<file path="src/rtl/cc_data_reorder_unit.sv">
// Read-return reorder unit: merges local hit lines and DRAM miss beats back into request order.
// Optional feature: define CC_REORDER_CRITICAL_WORD_FIRST_EN to start hit bursts at the requested word.
module cc_data_reorder_unit #(
  parameter int FLAG_FIFO_DEPTH = 16,
  parameter int DATA_FIFO_DEPTH = 4
) (
  input  logic         clk,
  input  logic         rst_n,
  input  logic [63:0]  mem_rdata_i,
  input  logic         mem_rlast_i,
  input  logic         mem_rvalid_i,
  output logic         mem_rready_o,
  output logic         hit_flag_fifo_afull_o,
  input  logic         hit_flag_fifo_wren_i,
  input  logic         hit_flag_fifo_wdata_i,
  output logic         hit_data_fifo_afull_o,
  input  logic         hit_data_fifo_wren_i,
  input  logic [517:0] hit_data_fifo_wdata_i,
  output logic [63:0]  inct_rdata_o,
  output logic         inct_rlast_o,
  output logic         inct_rvalid_o,
  input  logic         inct_rready_i
);

  localparam int FW = $clog2(FLAG_FIFO_DEPTH);
  localparam int DW = $clog2(DATA_FIFO_DEPTH);

  localparam logic [FW-1:0] FLAG_PTR_ONE = 1;
  localparam logic [FW:0]   FLAG_CNT_ONE = 1;
  localparam logic [FW:0]   FLAG_FULL_C  = (FW+1)'(FLAG_FIFO_DEPTH);
  localparam logic [FW:0]   FLAG_AFULL_C = (FW+1)'(FLAG_FIFO_DEPTH - 1);

  localparam logic [DW-1:0] DATA_PTR_ONE = 1;
  localparam logic [DW:0]   DATA_CNT_ONE = 1;
  localparam logic [DW:0]   DATA_FULL_C  = (DW+1)'(DATA_FIFO_DEPTH);
  localparam logic [DW:0]   DATA_AFULL_C = (DW+1)'(DATA_FIFO_DEPTH - 1);

  // ---------------------------------------------------------------------------
  // Hit-flag FIFO (first-word-fall-through)
  // ---------------------------------------------------------------------------
  logic          flag_mem [FLAG_FIFO_DEPTH];
  logic [FW-1:0] flag_wptr, flag_rptr;
  logic [FW:0]   flag_count, flag_count_nxt;
  logic          flag_push, flag_pop, flag_head, flag_empty;

  assign flag_empty = (flag_count == '0);
  assign flag_head  = flag_mem[flag_rptr];
  // A pop in the same cycle frees the slot, so a push at full is still accepted.
  assign flag_push  = hit_flag_fifo_wren_i && ((flag_count != FLAG_FULL_C) || flag_pop);

  always_comb begin
    flag_count_nxt = flag_count;
    if (flag_push && !flag_pop)      flag_count_nxt = flag_count + FLAG_CNT_ONE;
    else if (!flag_push && flag_pop) flag_count_nxt = flag_count - FLAG_CNT_ONE;
  end

  // NOTE: storage arrays carry no reset; pointers and counts define which entries are live.
  always_ff @(posedge clk) begin
    if (flag_push) flag_mem[flag_wptr] <= hit_flag_fifo_wdata_i;
  end

  // NOTE: sequential state uses non-blocking '<=' so every register samples pre-edge values.
  always_ff @(posedge clk or negedge rst_n) begin
    if (!rst_n) begin
      flag_wptr             <= '0;
      flag_rptr             <= '0;
      flag_count            <= '0;
      hit_flag_fifo_afull_o <= 1'b0;
    end else begin
      if (flag_push) flag_wptr <= flag_wptr + FLAG_PTR_ONE;
      if (flag_pop)  flag_rptr <= flag_rptr + FLAG_PTR_ONE;
      flag_count            <= flag_count_nxt;
      hit_flag_fifo_afull_o <= (flag_count_nxt >= FLAG_AFULL_C);
    end
  end

  // ---------------------------------------------------------------------------
  // Hit-data FIFO (first-word-fall-through)
  // ---------------------------------------------------------------------------
  logic [517:0]  data_mem [DATA_FIFO_DEPTH];
  logic [DW-1:0] data_wptr, data_rptr;
  logic [DW:0]   data_count, data_count_nxt;
  logic          data_push, data_pop, data_empty;
  logic [517:0]  data_head;

  assign data_empty = (data_count == '0);
  assign data_head  = data_mem[data_rptr];
  assign data_push  = hit_data_fifo_wren_i && ((data_count != DATA_FULL_C) || data_pop);

  always_comb begin
    data_count_nxt = data_count;
    if (data_push && !data_pop)      data_count_nxt = data_count + DATA_CNT_ONE;
    else if (!data_push && data_pop) data_count_nxt = data_count - DATA_CNT_ONE;
  end

  always_ff @(posedge clk) begin
    if (data_push) data_mem[data_wptr] <= hit_data_fifo_wdata_i;
  end

  always_ff @(posedge clk or negedge rst_n) begin
    if (!rst_n) begin
      data_wptr             <= '0;
      data_rptr             <= '0;
      data_count            <= '0;
      hit_data_fifo_afull_o <= 1'b0;
    end else begin
      if (data_push) data_wptr <= data_wptr + DATA_PTR_ONE;
      if (data_pop)  data_rptr <= data_rptr + DATA_PTR_ONE;
      data_count            <= data_count_nxt;
      hit_data_fifo_afull_o <= (data_count_nxt >= DATA_AFULL_C);
    end
  end

  // ---------------------------------------------------------------------------
  // Hit burst sequencing
  // ---------------------------------------------------------------------------
  logic [2:0]  beat_cnt;
  logic [2:0]  start_word;
  logic [2:0]  word_idx;
  logic        beat_adv;
  logic [63:0] head_words [8];

`ifdef CC_REORDER_CRITICAL_WORD_FIRST_EN
  assign start_word = data_head[517:515];
  logic unused_offset;
  assign unused_offset = ^data_head[514:512];
`else
  assign start_word = 3'd0;
  logic unused_offset;
  assign unused_offset = ^data_head[517:512];
`endif

  // 3-bit add wraps the burst around the line.
  assign word_idx = start_word + beat_cnt;

  always_comb begin
    for (int k = 0; k < 8; k++) head_words[k] = data_head[64*k +: 64];
  end

  always_ff @(posedge clk or negedge rst_n) begin
    if (!rst_n)        beat_cnt <= 3'd0;
    else if (beat_adv) beat_cnt <= beat_cnt + 3'd1;
  end

  // ---------------------------------------------------------------------------
  // Source select: head flag steers the return stream
  // ---------------------------------------------------------------------------
  // NOTE: always_comb uses blocking '=' and gives every output a default first, so no latch is inferred.
  always_comb begin
    inct_rdata_o  = 64'd0;
    inct_rvalid_o = 1'b0;
    inct_rlast_o  = 1'b0;
    mem_rready_o  = 1'b0;
    flag_pop      = 1'b0;
    data_pop      = 1'b0;
    beat_adv      = 1'b0;
    if (!flag_empty) begin
      if (!flag_head) begin
        inct_rdata_o  = mem_rdata_i;
        inct_rvalid_o = mem_rvalid_i;
        inct_rlast_o  = mem_rlast_i;
        mem_rready_o  = inct_rready_i;
        flag_pop      = mem_rvalid_i && inct_rready_i && mem_rlast_i;
      end else if (!data_empty) begin
        inct_rdata_o  = head_words[word_idx];
        inct_rvalid_o = 1'b1;
        inct_rlast_o  = (beat_cnt == 3'd7);
        if (inct_rready_i) begin
          beat_adv = 1'b1;
          if (beat_cnt == 3'd7) begin
            flag_pop = 1'b1;
            data_pop = 1'b1;
          end
        end
      end
    end
  end

endmodule

</file>
<file path="config.mk">
export PLATFORM = sky130hd
export DESIGN_NAME = cc_data_reorder_unit
export DESIGN_NICKNAME = d
export VERILOG_FILES = /design/src/rtl/cc_data_reorder_unit.sv
export SDC_FILE = /design/constraint.sdc
export NUM_CORES = 2
export LEC_CHECK = 0
export BUFFER_PORTS_ARGS = -buffer_cell sky130_fd_sc_hd__buf_2
export CAP_MARGIN = 15
export CORE_ASPECT_RATIO = 1.25
export CORE_MARGIN = 10
export CORE_UTILIZATION = 58
export CTS_BUF_LIST = sky130_fd_sc_hd__clkbuf_4
export DETAILED_ROUTE_END_ITERATION = 12
export PLACE_DENSITY_LB_ADDON = 0.12
export SYNTH_ARGS = -nofsm -noshare
export SYNTH_HDL_FRONTEND = slang
export SYNTH_SLANG_ARGS = --single-unit
</file>
<file path="constraint.sdc">
create_clock -name clk -period 17.8 [get_ports clk]
set_clock_uncertainty 0.15 [all_clocks]
set_input_delay 0.89 -clock clk [delete_from_list [all_inputs] [get_ports clk]]
set_output_delay 0.89 -clock clk [all_outputs]
set_load 0.005 [all_outputs]
</file>
# Word level (Yosys, flattened, before mapping)
# Memories as Yosys holds them, arrays and structs flattened.
# Cells that the tools add are included.
totals:
  mem_count: 2
  word_cells: 76
  output_inout_bits: 69
  ramBits: 2088
  ff_bits: 25
  in_bits: 590
memory_table:
  columns: ["memory", "words", "width", "read_ports", "rd_clocked_by_memory_dff", "wr", "line", "source"]
  rows:
  - ["data_mem", 4, 518, 1, 0, 1, "80", "logic [517:0] data_mem [DATA_FIFO_DEPTH];"]
  - ["flag_mem", 16, 1, 1, 0, 1, "41", "logic flag_mem [FLAG_FIFO_DEPTH];"]
op_classes:
  n_lt_le_gt_ge: 3
  muxes: 33
  bitwise: 1
  n_eq_ne: 3
  n_addsub: 9
  n_reduce_logical: 16
ops:
  columns: ["op", "n"]
  rows:
  - ["$mux 64", 5]
  - ["$bmux 64 s3", 1]
  - ["$mux 1", 23]
  - ["$mux 5", 2]
  - ["$add 4x1->4 const B", 2]
  - ["$logic_and 1x1->1", 8]
  - ["$add 3x1->3 const B", 2]
  - ["$mux 3", 2]
  - ["$add 5x1->5 const B", 1]
  - ["$ge 5x4->1 const B", 1]
  - ["$logic_not 5->1", 1]
  - ["$ne 5x5->1 const B", 1]
  - ["$sub 5x1->5 const B", 1]
  - ["$add 2x1->2 const B", 2]
  - ["$ge 4x4->1 const B", 1]
  - ["$logic_not 1->1", 4]
  - ["$not 3->4", 1]
  - ["$eq 3x3->1 const B", 1]
  - ["$ge 3x2->1 const B", 1]
  - ["$logic_not 3->1", 1]
  - ["$ne 3x3->1 const B", 1]
  - ["$sub 3x1->3 const B", 1]
  - ["$logic_or 1x1->1", 2]

# Depth between registers and ports, before layout
logic_depth:
  depth_word: 13
  depth_mapped: 11
  ltp_nobuf: 10

# Least setup slack after synthesis
# No wires, ideal clock.
synth_path:
  kind: "input-to-reg"
  start: "input port inct_rready_i"
  end: "memory data_mem[0][0], enable pin"
  n_path_buf: 0
  required_ns: 16.705
  setup_slack_ns: 3.199
  t_arrival_ns: 13.505
  cell_stages: 5
  path_cell_list: "a21boi_1 -> nand2_1 -> a21oi_2 -> o21a_1 -> and2_1"
synth_between:
  elab_chain_len: 8
synth_lines:
  columns: ["item", "line", "source"]
  rows:
  - ["from (decl)", "22", "input logic inct_rready_i"]
  - ["$mux 1", "168", "if (inct_rready_i) begin"]
  - ["$mux 1", "164", "end else if (!data_empty) begin"]
  - ["$mux 1", "158", "if (!flag_head) begin"]
  - ["$mux 1", "157", "if (!flag_empty) begin"]
  - ["$logic_or 1x1->1", "88", "assign data_push = hit_data_fifo_wren_i && ((data_count != DATA_FULL_C) || data_pop);"]
  - ["$logic_and 1x1->1", "88", null]
  - ["$mux 1", "97", "if (data_push) data_mem[data_wptr] <= hit_data_fifo_wdata_i;"]
  - ["$mux 1 (not written as such)", "97", null]
  - ["to (decl)", "80", null]
# No other way between the ends.

# Final worst setup path
layout_path:
  start: "register data_rptr[0]"
  end: "output port inct_rdata_o[17]"
layout_between:
  elab_chain_len: 7
layout_lines:
  columns: ["item", "line", "source"]
  rows:
  - ["from (decl)", "81", "logic [DW-1:0] data_wptr, data_rptr;"]
  - ["from (signal assigned)", "108", "if (data_pop) data_rptr <= data_rptr + DATA_PTR_ONE;"]
  - ["$mem_v2 4x518", null, null]
  - ["$bmux 64 s3", "165", "inct_rdata_o = head_words[word_idx];"]
  - ["$mux 64 (not written as such) (2 in series)", "165", null]
  - ["$mux 64", "164", null]
  - ["$mux 64", "158", null]
  - ["$mux 64", "157", null]
  - ["to (decl)", "19", "output logic [63:0] inct_rdata_o,"]
# No other way between the ends. The select of a mux whose other input is x is not followed.

==> flow_metrics.env <==
export IMPL_yosys_cell_types_count=43
export IMPL_stages_on_worst_setup_path=9
export IMPL_power_w=0.01516
export IMPL_finish_cell_count_without_fillers=7185
export IMPL_finalSetupViolCount=0
export IMPL_cts_setup_buffers=0
export IMPL_io_buffers=652
export IMPL_place_inst=5640
export IMPL_globalRoute_totalOverflow=0
export IMPL_timing_reg2reg_worst_path_depth=11
export IMPL_cts_root_buffer_cell="clkbuf_4"
export IMPL_outcome="finished clean"
export IMPL_rsz0062_at_grt="no"
export IMPL_flow_area_growth_from_synthesis_pct=22.04
export IMPL_ir_drop_mv=0.1802
export IMPL_cp_data_required_time_ns=16.76
export IMPL_detail_route_wirelength_um=186300
export IMPL_primary_flip_flop_cell_chosen_by_synthesis_mapping="edfxtp_1"
export IMPL_postSynthCellCount=3269
export IMPL_die_h_um=436.6
export IMPL_synth_enable_flop_cells=2064
export IMPL_post_synth_cell_area_avg_um2=24.64
export IMPL_final_layout_size_suffix_gt1_frac=0.4059
export IMPL_power_frac_seq=0.448
export IMPL_hold_viol=0
export IMPL_p_switching_w=0.004600
export IMPL_first_global_vias=44843
export IMPL_io_pin_count=659
export IMPL_final_antenna_net_count=0
export IMPL_fp_row_count=152
export IMPL_power_leakage_nw=33.21
export IMPL_clk_pin_slew_ns=0.06
export IMPL_tritoncts="yes"
export IMPL_timing_fmax_mhz=128.1
export IMPL_sw_frac_of_total=0.3033
export IMPL_critical_path_endpoint_type="output port"
export IMPL_cp_buffers_inverters=4
export IMPL_dieWidth_um=353.3
export IMPL_mapped_nets=3875
export IMPL_max_cap_violations=0
export IMPL_slew_viol_final=0
export IMPL_tightest_slew_ns=1.148
export IMPL_layout_common_cells="edfxtp_1, clkbuf_4, buf_2"
export IMPL_commonest_non_fill_non_tap_cell_in_the_layout="edfxtp_1"
export IMPL_ctsHtreeMaxLevel=5
export IMPL_critical_path_top_delay_family="buffers and inverters"
export IMPL_clock_insertion_delay_worst_skew_ns=1.38
export IMPL_post_cts_resize_count=0
export IMPL_ys_warn_count=0
export IMPL_grt_pass1_wl_um=280000
export IMPL_hold_path_depth=2
export IMPL_timing_final_crit_share=0.4386
export IMPL_grt_max_degree=148
export IMPL_async_set_or_reset_flop_fraction_in_the_synthesized_netlist=0.01197
export IMPL_p_comb_frac=0.314
export IMPL_final_hold_worst_slack_ns=0.1635
export IMPL_critical_path_slowest_cell="dfrtp_4"
export IMPL_hold_path_class="input port to register"
export IMPL_routed_length_per_placed_instance_um=25.92
export IMPL_crit_arrival_ns=6.77
export IMPL_number_of_antenna_violations_at_the_first_check_in_global_routing=75
export IMPL_grt_usage=0.2420
export IMPL_power_internal_w=0.01056
export IMPL_path_cells="buf_12 > buf_12 > buf_4 > mux4_2 > mux4_2 > mux2_2 > a22oi_1 > nor2_1 > buf_2"
export IMPL_p_per_area_nw_per_um2=154.3
export IMPL_num_clock_sinks=2089
export IMPL_dr_pass1_iters=8
export IMPL_post_route_drc_count=0
export IMPL_cts_hold_fix_buffers=645
export IMPL_die_area_um2=154300
export IMPL_critical_path_max_stage_delay_ns=1.01
export IMPL_synth_seq_cells=2089
export IMPL_tritoncts_num_buffers=494
export IMPL_seq_area_frac_synth=0.7773
export IMPL_via_per_inst=5.769
export IMPL_finalWeightedCongestion=0.7434
export IMPL_syn_area_um2=80550
export IMPL_critical_path_class="register to output port"
export IMPL_critical_path_startpoint_type="register"
export IMPL_cp_max_fo=104
export IMPL_first_iter_violations=3489
export IMPL_dp_hpwl_um=106300
export IMPL_clk_path_buf_depth=4
export IMPL_core_area_um2=137700
export IMPL_final_period_minus_worst_setup_slack_ns=7.807
export IMPL_via_total_after_detailed_routing=41447
export IMPL_timing_slew_headroom=0.2347
export IMPL_clkPwrFrac=0.238
export IMPL_initial_core_util=0.5850
export IMPL_totalNegativeSetupSlack_ns=0
export IMPL_finish_net_count=5539
[flip-flops by register name (all words and copies together) (netlist names)]
name / cells
data_mem: 2048
flag_mem: 16
flag_count: 5
flag_rptr: 4
flag_wptr: 4
beat_cnt: 3
data_count: 3
data_rptr: 2
data_wptr: 2
hit_data_fifo_afull_o: 1
hit_flag_fifo_afull_o: 1
[worst reg2reg max path: stages (launching register included)]
cell and delay (ns):
dfrtp_1 0.41, inv_1 0.12, ha_1 0.24, nor3b_1 0.16
a21boi_1 0.46, nand2_1 0.13, a21oi_2 0.41, o21a_1 0.35
and2_4 0.75, buf_4 0.84, buf_4 0.94, buf_4 0.85
[path summary, 6_finish.rpt]
kind | from | slack [ns] | end
worst min-delay path | hit_data_fifo_wdata_i[412] | 0.16 | data_mem[0][412]
min in group asynchronous | rst_n | 0.51 | flag_count[3]
worst max-delay path | data_rptr[0] | 9.99 | inct_rdata_o[17]
worst max register to register | flag_count[0] | 11.61 | data_mem[0][140]
max in group asynchronous | rst_n | 16.70 | beat_cnt[0]
worst min register to register | flag_rptr[3] | 0.39 | flag_rptr[3]
[power by group through the flow]
stage	registers [W]	logic, W	clock network, W
2_1_floorplan	0.00729	0.00327	0
5_1_grt	0.00688	0.00508	0.00398
4_1_cts	0.00680	0.00482	0.00370
3_3_place_gp	0.00685	0.00466	0
6_report	0.00679	0.00475	0.00362
3_5_place_dp	0.00690	0.00467	0
[cell families after synthesis]
| family | Yosys count | synth area share |
|---|---|---|
| flops | 2089 | 0.7773 |
| mux | 716 | 0.1894 |
| buf+inv | 189 | 0.01176 |
| simple gates | 146 | 0.008451 |
| compound gates | 99 | 0.009103 |
| fa+ha+maj | 16 | 0.002485 |
| xor+xnor | 14 | 0.001522 |
[routing by layer]
metal  GRT usage  part of all wire
met1      0.3175              0.38
met4     0.07966             0.024
met3     0.07110             0.081
met5           0            0.0017
met2      0.3915              0.51
[synthesized netlist by cell type, types with 2 or more instances]
cell / instances / area, um^2
edfxtp_1: 2064 / 61980
mux4_2: 640 / 14410
clkbuf_1: 98 / 367.9
nor2_1: 74 / 277.8
a22oi_1: 67 / 503.0
mux2_2: 66 / 743.2
buf_4: 40 / 300.3
dfrtp_1: 25 / 625.6
and2_1: 21 / 131.4
buf_1: 21 / 78.83
nand2_1: 20 / 75.07
ha_1: 16 / 200.2
xnor2_1: 11 / 96.34
buf_2: 10 / 50.05
buf_6: 10 / 112.6
inv_1: 10 / 37.54
mux2i_1: 10 / 100.1
nand3_1: 7 / 35.03
nand4_1: 7 / 43.79
a21oi_1: 6 / 30.03
o21ai_0: 6 / 30.03
nor2b_1: 5 / 31.28
and3_1: 3 / 18.77
nor3b_1: 3 / 22.52
o21ai_1: 3 / 15.01
xor2_1: 3 / 26.28
a211oi_1: 2 / 15.01
a21oi_2: 2 / 17.52
a311oi_1: 2 / 17.52
a41o_1: 2 / 20.02
o21a_1: 2 / 15.01
o311ai_0: 2 / 17.52
[cell type report]
| class | count | area, um^2 |
|---|---|---|
| multi-input combinational | 991 | 17020 |
| clock buffer | 706 | 5300 |
| antenna | 50 | 125.1 |
| tap | 1848 | 2312 |
| sequential | 2089 | 62620 |
| timing repair buffer | 1347 | 10260 |
| inverter | 10 | 37.54 |
| fill | 8481 | 39400 |
| clock inverter | 144 | 613.1 |
[per-stage QoR]
stage               worst slack [ns]  area, um^2    util
CTS                            9.666       98170  0.7130
global placement               11.11       85760  0.6229
finish                         9.993       98300  0.7139
floorplan                      3.199       80550       -
detailed placement             11.17       85790  0.6231
global route                   9.327       98250  0.7136
Power figures use the tool's default switching activity.
